===== src/rtl/jtvigil_obj_pkg.sv =====
// Shared types and constants for the Vigilante object scanner.
// Holds the FSM state encoding, the attribute-table byte layout and the sprite height helper.
package jtvigil_obj_pkg;

    typedef enum logic [2:0] {
        IDLE  = 3'd0,
        READ  = 3'd1,
        MATCH = 3'd2,
        FETCH = 3'd3,
        DRAW  = 3'd4,
        DONE  = 3'd5
    } obj_state_t;

    // Byte offsets inside one 8-byte table entry.
    localparam logic [2:0] OFS_PAL  = 3'd0;
    localparam logic [2:0] OFS_Y_LO = 3'd2;
    localparam logic [2:0] OFS_Y_HI = 3'd3;
    localparam logic [2:0] OFS_CODE = 3'd4;
    localparam logic [2:0] OFS_ATTR = 3'd5;
    localparam logic [2:0] OFS_X_LO = 3'd6;

    function automatic logic [8:0] obj_height(input logic [1:0] vsize);
        return 9'd16 << vsize;
    endfunction

endpackage


===== src/rtl/jtvigil_obj_draw.sv =====
// ROM fetch handshake and pixel serialiser for one object.
// Fetches two 8-pixel halves and writes the opaque ones into the line buffer.
module jtvigil_obj_draw
    import jtvigil_obj_pkg::*;
#(
    parameter int CW = 12
) (
    input  logic          clk,
    input  logic          rst,
    input  logic          abort,
    input  logic          start,
    input  logic [CW-1:0] code,
    input  logic [3:0]    row,
    input  logic          hflip,
    input  logic [3:0]    pal,
    input  logic [8:0]    xpos,
    output logic [CW+4:0] rom_addr,
    output logic          rom_cs,
    input  logic          rom_ok,
    input  logic [31:0]   rom_data,
    output logic [8:0]    buf_addr,
    output logic [7:0]    buf_data,
    output logic          buf_we,
    output logic          done
);

    obj_state_t  state_r, state_s;
    logic [2:0]  pix_r;
    logic        half_r;
    logic        hflip_r;
    logic [3:0]  pal_r;
    logic [8:0]  xpos_r;
    logic [31:0] data_r;
    logic        sample_s;
    logic        last_pix_s;
    logic [2:0]  nib_sel_s;
    logic [3:0]  nib_s;
    logic [8:0]  x_s;

    // State register
    always_ff @(posedge clk) begin
        if (rst) begin
            state_r <= IDLE;
        end else begin
            state_r <= state_s;
        end
    end

    // Next-state logic; an abort always wins
    always_comb begin
        state_s = state_r;
        if (abort) begin
            state_s = IDLE;
        end else begin
            case (state_r)
                IDLE:    state_s = start ? FETCH : IDLE;
                FETCH:   state_s = sample_s ? DRAW : FETCH;
                DRAW:    state_s = last_pix_s ? (half_r ? IDLE : FETCH) : DRAW;
                default: state_s = IDLE;
            endcase
        end
    end

    // Output decode: ROM sample strobe and the current pixel nibble/position
    always_comb begin
        sample_s   = (state_r == FETCH) && rom_cs && rom_ok;
        last_pix_s = (state_r == DRAW) && (pix_r == 3'd7);
        nib_sel_s  = hflip_r ? ~pix_r : pix_r;
        nib_s      = data_r[{nib_sel_s, 2'b00} +: 4];
        x_s        = xpos_r + {5'd0, half_r, pix_r};
    end

    // Datapath and registered outputs
    always_ff @(posedge clk) begin
        if (rst) begin
            rom_addr <= '0;
            rom_cs   <= 1'b0;
            buf_addr <= 9'd0;
            buf_data <= 8'd0;
            buf_we   <= 1'b0;
            done     <= 1'b0;
            pix_r    <= 3'd0;
            half_r   <= 1'b0;
            hflip_r  <= 1'b0;
            pal_r    <= 4'd0;
            xpos_r   <= 9'd0;
            data_r   <= 32'd0;
        end else begin
            rom_cs <= (state_s == FETCH);
            // Raised during the final pixel so the scanner moves on without a gap
            done   <= (state_r == DRAW) && (pix_r == 3'd6) && half_r && !abort;
            buf_we <= (state_r == DRAW) && !abort && (nib_s != 4'd0);
            if (state_r == DRAW) begin
                buf_addr <= x_s;
                buf_data <= {pal_r, nib_s};
                pix_r    <= pix_r + 3'd1;
            end
            if ((state_r == IDLE) && start && !abort) begin
                rom_addr <= {code, row, hflip};
                half_r   <= 1'b0;
                hflip_r  <= hflip;
                pal_r    <= pal;
                xpos_r   <= xpos;
            end else if (last_pix_s && !half_r) begin
                rom_addr[0] <= ~hflip_r;
                half_r      <= 1'b1;
            end
            if (sample_s) begin
                data_r <= rom_data;
                pix_r  <= 3'd0;
            end
        end
    end

endmodule


===== src/rtl/jtvigil_obj_scan.sv =====
// Vigilante sprite scanner: per-line attribute table scan, match and hand-off to the draw engine.
// Define JTVIGIL_OBJ_LIMIT_EN to stop a line after MAXLINE objects have been drawn.
module jtvigil_obj_scan
    import jtvigil_obj_pkg::*;
#(
    parameter int OBJW    = 5,
    parameter int CW      = 12,
    parameter int MAXLINE = 16
) (
    input  logic            rst,
    input  logic            clk,
    input  logic            LHBL,
    input  logic [8:0]      v,
    output logic [OBJW+2:0] scan_addr,
    input  logic [7:0]      scan_dout,
    output logic [CW+4:0]   rom_addr,
    output logic            rom_cs,
    input  logic            rom_ok,
    input  logic [31:0]     rom_data,
    output logic [8:0]      buf_addr,
    output logic [7:0]      buf_data,
    output logic            buf_we,
    output logic            busy
);

`ifdef JTVIGIL_OBJ_LIMIT_EN
    localparam logic LIMIT_EN = 1'b1;
`else
    localparam logic LIMIT_EN = 1'b0;
`endif
    localparam logic [OBJW-1:0] OBJ_ONE = {{(OBJW-1){1'b0}}, 1'b1};
    localparam logic [OBJW:0]   CNT_ONE = {{OBJW{1'b0}}, 1'b1};
    localparam logic [OBJW:0]   CNT_MAX = (OBJW+1)'(MAXLINE);

    obj_state_t    state_r, state_s;
    logic          lhbl_r;
    logic          fall_s;
    logic [8:0]    vr_r;
    logic [OBJW-1:0] obj_r, obj_nxt_s;
    logic          last_r, last_s;
    logic [OBJW:0] count_r, count_nxt_s;
    logic [2:0]    rd_cnt_r, byte_idx_s;
    logic [3:0]    pal_r;
    logic [7:0]    y_lo_r, code_lo_r, attr_r, x_lo_r;
    logic          y_hi_r;
    logic [8:0]    ydiff_s, height_s;
    logic [6:0]    row_s;
    logic [CW-1:0] code_eff_s;
    logic          match_s, start_s, limit_s, draw_done_s;

    assign fall_s      = lhbl_r & ~LHBL;
    assign obj_nxt_s   = obj_r + OBJ_ONE;
    assign count_nxt_s = count_r + CNT_ONE;
    assign byte_idx_s  = rd_cnt_r - 3'd1;
    assign limit_s     = LIMIT_EN && (count_nxt_s == CNT_MAX);

    // Vertical match, row within the sprite and the effective tile code
    always_comb begin
        ydiff_s    = vr_r - {y_hi_r, y_lo_r};
        height_s   = obj_height(attr_r[5:4]);
        match_s    = ydiff_s < height_s;
        row_s      = attr_r[7] ? (height_s[6:0] - 7'd1 - ydiff_s[6:0]) : ydiff_s[6:0];
        code_eff_s = CW'({attr_r[3:0], code_lo_r}) + CW'(row_s[6:4]);
    end

    // State register
    always_ff @(posedge clk) begin
        if (rst) begin
            state_r <= IDLE;
        end else begin
            state_r <= state_s;
        end
    end

    // Next-state logic; a new line start restarts from any state
    always_comb begin
        state_s = state_r;
        if (fall_s) begin
            state_s = READ;
        end else begin
            case (state_r)
                IDLE:    state_s = IDLE;
                READ:    state_s = (rd_cnt_r == 3'd7) ? MATCH : READ;
                MATCH:   state_s = match_s ? FETCH : (last_s ? DONE : READ);
                FETCH:   state_s = draw_done_s ? ((last_r || limit_s) ? DONE : READ) : FETCH;
                DONE:    state_s = DONE;
                default: state_s = IDLE;
            endcase
        end
    end

    // Output decode: draw start and last-entry flag
    always_comb begin
        start_s = 1'b0;
        last_s  = 1'b0;
        if (state_r == MATCH) begin
            start_s = match_s && !fall_s;
            last_s  = (obj_r == {OBJW{1'b1}});
        end else begin
            start_s = 1'b0;
            last_s  = 1'b0;
        end
    end

    // Table read sequencing, byte capture and line bookkeeping
    always_ff @(posedge clk) begin
        if (rst) begin
            lhbl_r    <= 1'b0;
            vr_r      <= 9'd0;
            obj_r     <= '0;
            last_r    <= 1'b0;
            count_r   <= '0;
            rd_cnt_r  <= 3'd0;
            scan_addr <= '0;
            pal_r     <= 4'd0;
            y_lo_r    <= 8'd0;
            y_hi_r    <= 1'b0;
            code_lo_r <= 8'd0;
            attr_r    <= 8'd0;
            x_lo_r    <= 8'd0;
            busy      <= 1'b0;
        end else begin
            lhbl_r <= LHBL;
            busy   <= (state_s == READ) || (state_s == MATCH) || (state_s == FETCH);
            if (fall_s) begin
                vr_r      <= v + 9'd1;
                obj_r     <= '0;
                last_r    <= 1'b0;
                count_r   <= '0;
                rd_cnt_r  <= 3'd0;
                scan_addr <= '0;
            end else begin
                case (state_r)
                    READ: begin
                        rd_cnt_r <= rd_cnt_r + 3'd1;
                        if (rd_cnt_r != 3'd7) begin
                            scan_addr <= {obj_r, rd_cnt_r + 3'd1};
                        end
                        // Data lags the address by one clock
                        if (rd_cnt_r != 3'd0) begin
                            case (byte_idx_s)
                                OFS_PAL:  pal_r     <= scan_dout[3:0];
                                OFS_Y_LO: y_lo_r    <= scan_dout;
                                OFS_Y_HI: y_hi_r    <= scan_dout[0];
                                OFS_CODE: code_lo_r <= scan_dout;
                                OFS_ATTR: attr_r    <= scan_dout;
                                OFS_X_LO: x_lo_r    <= scan_dout;
                                default:  ;
                            endcase
                        end
                    end
                    MATCH: begin
                        obj_r     <= obj_nxt_s;
                        last_r    <= last_s;
                        scan_addr <= {obj_nxt_s, 3'd0};
                        rd_cnt_r  <= 3'd0;
                    end
                    FETCH: begin
                        if (draw_done_s) begin
                            count_r <= count_nxt_s;
                        end
                    end
                    default: ;
                endcase
            end
        end
    end

    // xpos MSB (byte 7) arrives during MATCH and goes straight to the draw engine
    jtvigil_obj_draw #(.CW(CW)) u_draw (
        .clk      (clk),
        .rst      (rst),
        .abort    (fall_s),
        .start    (start_s),
        .code     (code_eff_s),
        .row      (row_s[3:0]),
        .hflip    (attr_r[6]),
        .pal      (pal_r),
        .xpos     ({scan_dout[0], x_lo_r}),
        .rom_addr (rom_addr),
        .rom_cs   (rom_cs),
        .rom_ok   (rom_ok),
        .rom_data (rom_data),
        .buf_addr (buf_addr),
        .buf_data (buf_data),
        .buf_we   (buf_we),
        .done     (draw_done_s)
    );

endmodule


===== config.mk =====
export PLATFORM = sky130hd
export DESIGN_NAME = jtvigil_obj_scan
export DESIGN_NICKNAME = d
export VERILOG_FILES = /design/src/rtl/jtvigil_obj_pkg.sv /design/src/rtl/jtvigil_obj_draw.sv /design/src/rtl/jtvigil_obj_scan.sv
export SDC_FILE = /design/constraint.sdc
export NUM_CORES = 1
export LEC_CHECK = 0
export CAP_MARGIN = 30
export CELL_PAD_IN_SITES_DETAIL_PLACEMENT = 0
export CELL_PAD_IN_SITES_GLOBAL_PLACEMENT = 1
export CORE_UTILIZATION = 37
export DETAILED_ROUTE_END_ITERATION = 10
export GPL_ROUTABILITY_DRIVEN = 1
export GPL_TIMING_DRIVEN = 0
export HOLD_SLACK_MARGIN = 0.12
export PLACE_DENSITY = 0.85
export SYNTH_ARGS = -nofsm -noshare
export SYNTH_HDL_FRONTEND = slang
export SYNTH_SLANG_ARGS = --single-unit

===== constraint.sdc =====
create_clock -name clk -period 3.8 [get_ports clk]
set_clock_uncertainty 0.2 [all_clocks]
set_input_delay 0.76 -clock clk [delete_from_list [all_inputs] [get_ports clk]]
set_output_delay 0.76 -clock clk [all_outputs]
set_load 0.05 [all_outputs]

# == After elaboration in Yosys (flattened, before gate mapping) ==
# Cells that the tools add are included.
# totals
register_bits,158
latch_bits,0
mem_bits_rw,0
rom_bits,0
in_bits,53
word_cells,121
mem_count,0
# classes
addsub,10
n_mul,0
div_mod_pow,0
n_lt_le_gt_ge,1
n_eq_ne,21
shifts,2
muxes,22
n_bitwise,5
n_reduce_logical,32
# op_table
operator,count
32-bit by 6-bit indexed part select with 4-bit output,1
3-bit two-way mux,9
"3-bit by 2-bit equality test with 1-bit output, second input constant",8
"3-bit equality test, second input constant",8
4-bit AND reduction,6
8-bit one-hot mux with 2 select lines,1
12-bit by 3-bit adder with 12-bit output,1
1-bit logical AND,12
3-bit one-hot mux with 4 select lines,1
"9-bit by 1-bit adder with 9-bit output, second input constant",1
9-bit by 4-bit adder with 9-bit output,1
9-bit < comparator,1
3-bit one-hot mux with 3 select lines,1
"5-bit by 2-bit left shift with 9-bit output, first input constant",1
9-bit subtractor,1
8-bit two-way mux,1
7-bit two-way mux,1
"7-bit by 1-bit subtractor with 7-bit output, second input constant",1
7-bit subtractor,1
"3-bit by 1-bit adder with 3-bit output, second input constant",2
"3-bit by 1-bit equality test with 1-bit output, second input constant",2
3-bit logical NOT,2
2-bit two-way mux,3
3-bit one-hot mux with 2 select lines,1
16 further kinds,26

# == Depth between registers and ports, before layout ==
# depth
word_depth,9
depth_mapped,19
depth_no_buf,19

# == Hierarchy ==
# Synthesis repeated with hierarchy kept, for this count alone.
# hier_totals
cells_unflattened,912
hier_area_um2,7687.4
# modules_own_cells
module,n_inst,cells_each,area_each_um2,seq_area_each_um2
jtvigil_obj_draw,1,511,4083.9,1781.7
jtvigil_obj_scan,1,401,3603.5,1361.3

# == Least setup slack after synthesis ==
# No wires, ideal clock.
# synth_timing
kind,register -> register
start,reg vr_r[0]
end,reg u_draw.rom_addr[16]
arrival_ps,3434
t_required_ps,3477
setup_slack_ps,43
stages_incl_launch_ff,19
n_path_buf,0
path_cell_list,dfxtp_1 inv_1 ha_1 inv_1 fa_1 a21o_1 a21oi_1 xor2_1 ha_1 fa_1 nand2_1 o21ai_0 ha_1 a21o_1 a21oi_1 nor3_1 xor2_1 nand3b_1 o21ai_0
# synth_via
elab_chain_len,6
# synth_lines
item,line_no,rtl
start: declaration,jtvigil_obj_scan.sv:38,logic [8:0] vr_r;
start signal: assignment,jtvigil_obj_scan.sv:126,vr_r <= v + 9'd1;
9-bit subtractor *,jtvigil_obj_scan.sv:59,"ydiff_s = vr_r - {y_hi_r, y_lo_r};"
branches (longest 5 deep; another with 12-bit by 3-bit adder with 12-bit output),n/a,
end signal: assignment,jtvigil_obj_draw.sv:99,"rom_addr <= {code, row, hflip};"
end: declaration,jtvigil_obj_draw.sv:17,"output logic [CW+4:0] rom_addr,"
# Every way passes the cells marked *.
# A chain may end at the register's enable or synchronous reset.

# == Worst setup path after layout ==
# layout_timing
start,reg vr_r[0]
end,reg u_draw.rom_addr[14]
# Same word-level chain as after synthesis.

==> flow_summary.json <==
{
  "status": "complete, no violations",
  "die_w_um": 144,
  "start_kind": "flip-flop",
  "hold_viol_final": 0,
  "final_layout_size_suffix_gt1_frac": 0.0748,
  "final_nets": 1134,
  "cap_viol_max_count": 0,
  "vias_per_cell": 5.01,
  "period_minus_slack_ns": 3.71,
  "grt_start_max_net_pins": 17,
  "drv_slew": 0,
  "grt_pass1_vias": 6131,
  "ys_types": 50,
  "antenna_cells": 0,
  "grt_setup_unrepaired": "true",
  "yosysSeqAreaShare": 0.421,
  "critical_path_required_ns": 3.91,
  "final_antenna_net_count": 0,
  "overflow": 0,
  "timing.hold.ws_ns": 0.256,
  "p_int_mw": 2.72,
  "die_h_um": 144,
  "cpPeakStageDelay_ns": 0.41,
  "syn2layout_area_growth_pct": 27.2,
  "core_um2": 19600,
  "start_util": 0.381,
  "worstSetupEndpointType": "flip-flop",
  "pwr_density_cell_nw_per_um2": 381,
  "cts-buffers-inserted": 17,
  "fillers": 1948,
  "r2r_slack_ns": 0.09,
  "crit_chain": "inv_2 -> ha_4 -> inv_2 -> fa_2 -> a21o_1 -> a21oi_2 -> xor2_1 -> ha_1 -> fa_1 -> nand2_1 -> o21ai_2 -> ha_1 -> a21o_1 -> a21oi_4 -> nor2_1 -> xor2_1 -> nand3b_1 -> o21ai_0",
  "p_total_mw": 3.61,
  "fmax_ghz": 0.270,
  "vdd_drop_max_v": 0.000280,
  "seqPwrFrac": 0.459,
  "avgSynthCellArea_um2": 8.13,
  "postSynth.asyncResetShare": 0,
  "crit_slowest_cell": "fa_1",
  "htree_levels": 4,
  "critPathKind": "reg2reg",
  "wl_um": 19800,
  "p_sw_frac": 0.247,
  "leakagePower_nw": 3.30,
  "grt_use_total": 0.199,
  "cts_tree": "done",
  "yosysWarnings": 0,
  "final.period_utilization": 0.976,
  "port_buffers": 97,
  "slew_headroom": 0.323,
  "cts_root_buffer": "clkbuf_16",
  "die_area_um2": 20700,
  "cts.sinks": 157,
  "setup_violations": 0,
  "tightest_slew_ns": 1.01,
  "syn_nets": 1008,
  "grt_pass1_wl_um": 31500,
  "place_congestion": 0.804,
  "p_comb_frac": 0.081,
  "initialDrtViolationCount": 365,
  "vias": 6613,
  "synth_area_leader_cell": "dfxtp_1",
  "num_io_pins": 98,
  "first_pass_iters": 5,
  "clock_latency_ns": 0.43,
  "synth-main-ff-cell": "dfxtp_1",
  "postSynthCellCount": 917,
  "hpwlAfterDp_um": 14700,
  "ys_ff_latch": 157,
  "rows": 51,
  "cp_max_fo": 5,
  "route.detailed.drc": 0,
  "crit_arrival_ns": 3.82,
  "synth_top_area_frac": 0.421,
  "clock_path_buffers": 2,
  "clkPwrFrac": 0.460,
  "antenna_found_initial": 0,
  "wl_per_cell_um": 15.0,
  "ys_top_cells_by_area": "dfxtp_1 42%, nand2_1 8.7%, a21oi_1 7.2%",
  "postCtsHoldBufs": 0,
  "path_clk_slew_ns": 0.07,
  "synth_area_um2": 7460,
  "hold_class": "reg2reg",
  "synth_edf_count": 0,
  "switchingPower_mw": 0.894
}
[what timing repair did]
action / CTS / global route
pin swaps: 3 / 8
gates resized for setup: 7 / 20
endpoints found under the setup margin: 15 / 34
buffers inserted: 3 / 5
[sequential cells by signal (all words and copies together), names as in the netlist, 5 cells and up]
signal / flops
u_draw.data_r: 32
x_lo_r: 8
u_draw.buf_addr: 9
scan_addr: 8
u_draw.xpos_r: 9
u_draw.buf_data: 8
attr_r: 8
u_draw.rom_addr: 17
code_lo_r: 8
obj_r: 5
y_lo_r: 8
vr_r: 9
[power groups by stage]
stage / combinational (mW) / sequential, mW / clock, mW
after detailed placement: 0.264 / 1.70 / 0
final: 0.292 / 1.66 / 1.66
after global placement: 0.262 / 1.70 / 0
after CTS: 0.276 / 1.66 / 1.68
after global routing: 0.320 / 1.66 / 1.76
after floorplan: 0.142 / 1.70 / 0
[layer usage]
layer / wire length, µm / part of all wire / track usage
met1: 9780 / 0.50 / 0.280
met2: 8760 / 0.44 / 0.301
met3: 953 / 0.048 / 0.0373
met4: 263 / 0.013 / 0.0683
met5: 0 / 0 / 0
[logic make-up after synthesis]
group | count (synthesis) | synth area share
buffers and inverters | 81 | 0.0441
AND/OR/NAND/NOR | 375 | 0.236
adder cells (fa/ha/maj) | 38 | 0.0678
flip-flops | 157 | 0.421
XOR/XNOR | 41 | 0.0482
AO/OA/AOI/OAI | 221 | 0.176
multiplexers | 4 | 0.00604
[layout by cell type (no fill, tap or decap), types with 29 or more instances in the layout]
cell             synthesis  routed
clkbuf_1                45      45
dfxtp_1                157     155
clkdlybuf4s50_1          0      97
nor2_1                  52      51
xor2_1                  29      29
nand2_1                172     171
nand2b_1                36      36
ha_1                    34      31
nand3_1                 48      48
o21ai_0                 44      39
a21oi_1                107     104
[worst max-delay path, delay by kind of cell, from the launching register on]
kind,cells,cell delay (ns)
and+or+nand+nor,3,0.26
AOI/OAI and AO/OA,6,0.90
adders and majority gates,5,1.40
buffers and inverters,2,0.12
xor gates and xnor gates,2,0.40
DFF,1,0.32
[synthesized netlist by cell type, types with 5 or more instances]
master     number
buf_2           7
nor3_1          9
nand2_1       172
clkbuf_1       45
inv_1          24
o2bb2ai_1       8
o21ai_0        44
xnor2_1        12
and3_1          6
xor2_1         29
a21o_1          7
nor2_1         52
a211oi_1       18
nand3b_1       21
ha_1           34
dfxtp_1       157
a21oi_1       107
nor2b_1         6
o21a_1          5
a221oi_1        8
nand2b_1       36
nand4_1         5
nand3_1        48
[worst paths after layout]
path	from	to	cells after the start
worst max-delay path	vr_r[0]	u_draw.rom_addr[14]	18
worst min-delay path	y_lo_r[5]	y_lo_r[5]	2
worst max register to register	vr_r[0]	u_draw.rom_addr[14]	18
worst min register to register	y_lo_r[5]	y_lo_r[5]	2
[cell type report]
class	instances	area [µm²]	share of cell area
clock buffers	18	439	0.0463
plain buffers	57	241	0.0255
clock inverters	14	133	0.0140
repair buffers	107	1040	0.110
well taps	265	332	0.0350
multi-input cells	679	4060	0.428
flip-flops and latches	157	3150	0.332
inverters	24	90.1	0.00950
[metrics by stage]
step,setup TNS (ns),instance area [µm²],std cells,worst slack (ns),utilization
after floorplan,0,7460,917,0.0433,-
after global placement,-2.28,8760,1279,-0.356,0.447
after detailed placement,-3.02,8770,1281,-0.447,0.448
after CTS,0,9390,1316,0.00655,0.479
after global routing,-0.696,9480,1321,-0.112,0.484
final,0,9480,1321,0.0895,0.484
Note: power is estimated with default switching activity, not from simulation.
